===== src/rtl/fc_argmax_reader.sv =====
// fc_argmax_reader: streaming argmax over one frame of signed class scores.
// Accepts one score per valid/ready beat, tracks the running maximum and the
// index where it first appeared, and presents one registered result per
// frame. Frames whose length differs from NUM_CLASSES are flagged via m_err.
//
// Ports:
//   clk, rst_n          clock, asynchronous active-low reset
//   s_valid/s_ready     score stream handshake (s_ready high only in SCAN)
//   s_data              signed score, DATA_W bits
//   s_last              final beat of a frame
//   m_valid/m_ready     result handshake
//   m_class             index of the maximum score (lowest index on ties)
//   m_score             maximum score value
//   m_err               frame length was not NUM_CLASSES
module fc_argmax_reader #(
  parameter int unsigned NUM_CLASSES = 10,
  parameter int unsigned DATA_W      = 16,
  parameter int unsigned IDX_W       = $clog2(NUM_CLASSES)
) (
  input  logic              clk,
  input  logic              rst_n,
  input  logic              s_valid,
  output logic              s_ready,
  input  logic [DATA_W-1:0] s_data,
  input  logic              s_last,
  output logic              m_valid,
  input  logic              m_ready,
  output logic [IDX_W-1:0]  m_class,
  output logic [DATA_W-1:0] m_score,
  output logic              m_err
);

  localparam int unsigned CNT_W = IDX_W + 1;
  localparam logic [CNT_W-1:0] CNT_MAX  = CNT_W'(NUM_CLASSES);
  localparam logic [CNT_W-1:0] CNT_LAST = CNT_W'(NUM_CLASSES - 1);

  typedef enum logic {SCAN, EMIT} state_t;

  state_t            state;
  logic [CNT_W-1:0]  cnt;
  logic [DATA_W-1:0] best_score;
  logic [IDX_W-1:0]  best_idx;
  logic              err;

  logic              accept;
  logic [DATA_W-1:0] nxt_score;
  logic [IDX_W-1:0]  nxt_idx;
  logic              nxt_err;

  // Ready is a decode of the state register only.
  assign s_ready = (state == SCAN);
  assign accept  = s_valid && s_ready;

  // Running-max / error update for the beat currently presented.
  always_comb begin
    nxt_score = best_score;
    nxt_idx   = best_idx;
    nxt_err   = err;
    if (cnt == '0) begin
      // First beat seeds the maximum and starts a clean error flag.
      nxt_score = s_data;
      nxt_idx   = '0;
      nxt_err   = 1'b0;
    end else if (cnt < CNT_MAX && $signed(s_data) > $signed(best_score)) begin
      // Strictly greater only, so ties keep the earliest index.
      nxt_score = s_data;
      nxt_idx   = cnt[IDX_W-1:0];
    end
    if (cnt >= CNT_MAX) begin
      nxt_err = 1'b1;
    end
    if (s_last && cnt != CNT_LAST) begin
      nxt_err = 1'b1;
    end
  end

  // Frame FSM, counter, running max and registered result.
  always_ff @(posedge clk or negedge rst_n) begin
    if (!rst_n) begin
      state      <= SCAN;
      cnt        <= '0;
      best_score <= '0;
      best_idx   <= '0;
      err        <= 1'b0;
      m_valid    <= 1'b0;
      m_class    <= '0;
      m_score    <= '0;
      m_err      <= 1'b0;
    end else begin
      case (state)
        SCAN: begin
          if (accept) begin
            best_score <= nxt_score;
            best_idx   <= nxt_idx;
            err        <= nxt_err;
            if (s_last) begin
              state   <= EMIT;
              m_valid <= 1'b1;
              m_class <= nxt_idx;
              m_score <= nxt_score;
              m_err   <= nxt_err;
              cnt     <= '0;
            end else if (cnt < CNT_MAX) begin
              // Saturate so overlong frames keep reporting out-of-range beats.
              cnt <= cnt + CNT_W'(1);
            end
          end
        end
        EMIT: begin
          if (m_ready) begin
            state   <= SCAN;
            m_valid <= 1'b0;
          end
        end
        default: state <= SCAN;
      endcase
    end
  end

endmodule


===== config.mk =====
export PLATFORM = sky130hd
export DESIGN_NAME = fc_argmax_reader
export DESIGN_NICKNAME = d
export VERILOG_FILES = /design/src/rtl/fc_argmax_reader.sv
export SDC_FILE = /design/constraint.sdc
export NUM_CORES = 1
export LEC_CHECK = 0
export CAP_MARGIN = 30
export CORE_UTILIZATION = 45
export CTS_CLUSTER_DIAMETER = 50
export CTS_CLUSTER_SIZE = 16
export DETAILED_ROUTE_END_ITERATION = 10
export HOLD_SLACK_MARGIN = 0.06
export PLACE_DENSITY_LB_ADDON = 0.3
export SETUP_SLACK_MARGIN = 0.2
export SYNTH_ARGS = -nofsm -noshare
export SYNTH_HDL_FRONTEND = slang
export SYNTH_SLANG_ARGS = --single-unit

===== constraint.sdc =====
create_clock -name clk -period 7.8 [get_ports clk]
set_input_delay 1.56 -clock clk [delete_from_list [all_inputs] [get_ports clk]]
set_output_delay 1.56 -clock clk [all_outputs]
set_load 0.05 [all_outputs]

==> impl_metrics.toml <==
[clock_network]
cts_root_buffer = "clkbuf_8"
cts_buffers = 5
clock-sinks = 49
post_cts_resized = 0
cts_tree = "yes"
h-tree-depth = 2
worstSkewPairLatency_ns = 0.30
post_cts_buffers = 0
cts_buffer_depth = 2
ctsHoldBuffers = 0
cts.clk_slew.worst_paths_ns = 0.09

[timing]
rsz0062_at_grt = "no"
setup_viol = 0
min_period_ns = 4.47
hold_viol = 0
timing.final.crit_share_pct = 57.2
max_freq_mhz = 224
fin_skew_ns = 0.00800
setup-tns-final_ns = 0
slew_viol_final = 0
tightest_slew_ns = 0.970
max_slew_margin_pct = 35.1

[layout]
seq_area_mm2 = 0.00123
area_growth_pct = 21.0
nNetsFinal = 353
drive_above_1_share_pct = 10.9
final_util_pct = 56.8
final_cell_area_mm2 = 0.00338
final_common_cell = "dfrtp_1"
fill_cells = 538
insertedDiodeCount = 0
final_cells = 388
final_cell_mix = "dfrtp_1 (49), clkdlybuf4s50_1 (42), nor2_1 (27), inv_1 (23), a21oi_1 (22)"
multi_input_area_mm2 = 0.00139

[yosys]
synth_ff_type = "dfrtp_1"
synth_edf_count = 0
ys_seq_elements = 49
ys_seq_area_share_pct = 43.8
synthArstFlopShare_pct = 100
avgSynthCellArea_um2 = 10.1
synth_fp_nets = 317
yosys_warnings = 0
yosysUniqueCellTypes = 40
syn_area_mm2 = 0.00280
syn_inst = 276

[place]
placed_area_mm2 = 0.00327
portBuffers = 43
dpl.hpwl_um = 4310
placed_cells = 380
place.gp.congestion = 0.869

[routing]
drt_pre_antenna_iters = 4
wl_per_cell_um = 16.4
drtIter0Drc = 106
vias = 2241
wl_um = 6370
drc = 0
drtAntennaViolNets = 0
via_per_inst = 5.78

[global_routing]
antenna_found_initial = 0
first_global_vias = 2379
grtUsageMet3_pct = 3.48
grt.busiest_layer = "met2"
grt_overflow = 0
track_usage_pct = 22.2
gr-usage-met2_pct = 37.2
grt_start_max_net_pins = 27
grt_pass1_wl_um = 11200
grt_use_met1_pct = 29.3

[worst_setup_path]
cp_max_fo = 22
critical_path_class = "input pin to register"
crit_path_start_kind = "input pin"
r2r_slack_ns = 4.65
required_ns = 7.99
crit_arrival_ns = 4.65
worst_setup_path_end_kind = "register"

[pwr]
p_total_w = 0.00147
p_per_area_mw_per_mm2 = 436
p_leak_nw = 1.49
ir_worst_vdd_mv = 0.204

[job]
cap_violations = 0

[status]
outcome = "finished clean"

[die]
ios = 44
die_area_mm2 = 0.00653
initial_utilization_pct = 47.0
core-area_mm2 = 0.00596
dieWidth_um = 80.8
std_cell_rows = 28
die_h_um = 80.8

[worst_hold_path]
worstHoldPathType = "register to register"
worst paths after layout:
| kind | cells past startpoint | from | endpoint |
|---|---|---|---|
| min in group asynchronous | 1 | rst_n | best_score[6]$_DFFE_PN0P_ |
| max in group asynchronous | 2 | rst_n | m_class[2]$_DFFE_PN0P_ |
| worst max register to register | 8 | best_score[14]$_DFFE_PN0P_ | best_score[7]$_DFFE_PN0P_ |
| worst min register to register | 2 | err$_DFFE_PN0P_ | err$_DFFE_PN0P_ |
| worst max-delay path | 8 | s_data[15] | best_score[7]$_DFFE_PN0P_ |
| worst min-delay path | 2 | err$_DFFE_PN0P_ | err$_DFFE_PN0P_ |
report_power, final:
group	switching (W)	total, W	internal, W	leakage [nW]
logic	0.000532	0.000836	0.000304	0.845
registers	0.0000830	0.000453	0.000370	0.584
clock network	0.0000819	0.000186	0.000105	0.0585
total	0.000697	0.00147	0.000778	1.49
state kept, by name, summed over array words and instances (netlist names):
name,flops
best_idx,4
best_score,16
cnt,5
err,1
m_class,4
m_err,1
m_score,16
m_valid,1
state,1
cell families after synthesis:
family,synth area share (%)
flip-flops,43.8
XOR/XNOR,0.627
buffers and inverters,6.58
AND/OR/NAND/NOR,10.7
multiplexers,7.65
adder cells (fa/ha/maj),8.95
AO/OA/AOI/OAI,21.7
cell type report:
| type | instances | area share, % |
|---|---|---|
| Clock inverter | 1 | 0.888 |
| Multi-Input combinational cell | 186 | 41.2 |
| Timing Repair Buffer | 47 | 13.8 |
| Inverter | 23 | 2.55 |
| Clock buffer | 7 | 2.55 |
| Tap cell | 75 | 2.77 |
| Sequential cell | 49 | 36.2 |
per-stage QoR:
stage	hold WS (ns)	worst slack, ns
after detailed placement	0.471	3.03
after floorplan	0.451	3.99
after global routing	0.524	3.22
after CTS	0.500	3.33
after global placement	0.463	3.09
final	0.496	3.33
metal layers:
metal	up-vias	routed length [um]
met3	9	359
met1	1082	2930
met4	0	80
met2	68	3010
met5	-	0
li1	1082	-
synth_stat cells (2+ instances only):
cell type	instances	share of area, %
a211oi_1	2	0.54
a21o_1	2	0.54
a21oi_1	22	3.9
a31oi_1	3	0.67
a32o_1	3	1.1
a41oi_1	16	5.0
buf_2	5	0.89
clkbuf_1	11	1.5
dfrtp_1	49	44
ha_1	20	8.9
inv_1	23	3.1
mux2_2	7	2.8
mux2_4	9	4.8
nand2_1	18	2.4
nand3_1	3	0.54
nand4_1	5	1.1
nor2_1	27	3.6
nor2b_1	2	0.45
o211ai_1	4	1.1
o21ai_0	6	1.1
o31ai_1	19	5.1
xnor2_1	2	0.63
critical path: stages:
cell and delay (ns):
clkdlybuf4s50_1 0.46, ha_1 0.36, nand4_1 0.19, nor4_2 0.09, a21o_1 0.18, or4_4 0.70
a31oi_4 0.69, mux2_2 0.41
Power figures use the tool's default switching activity.
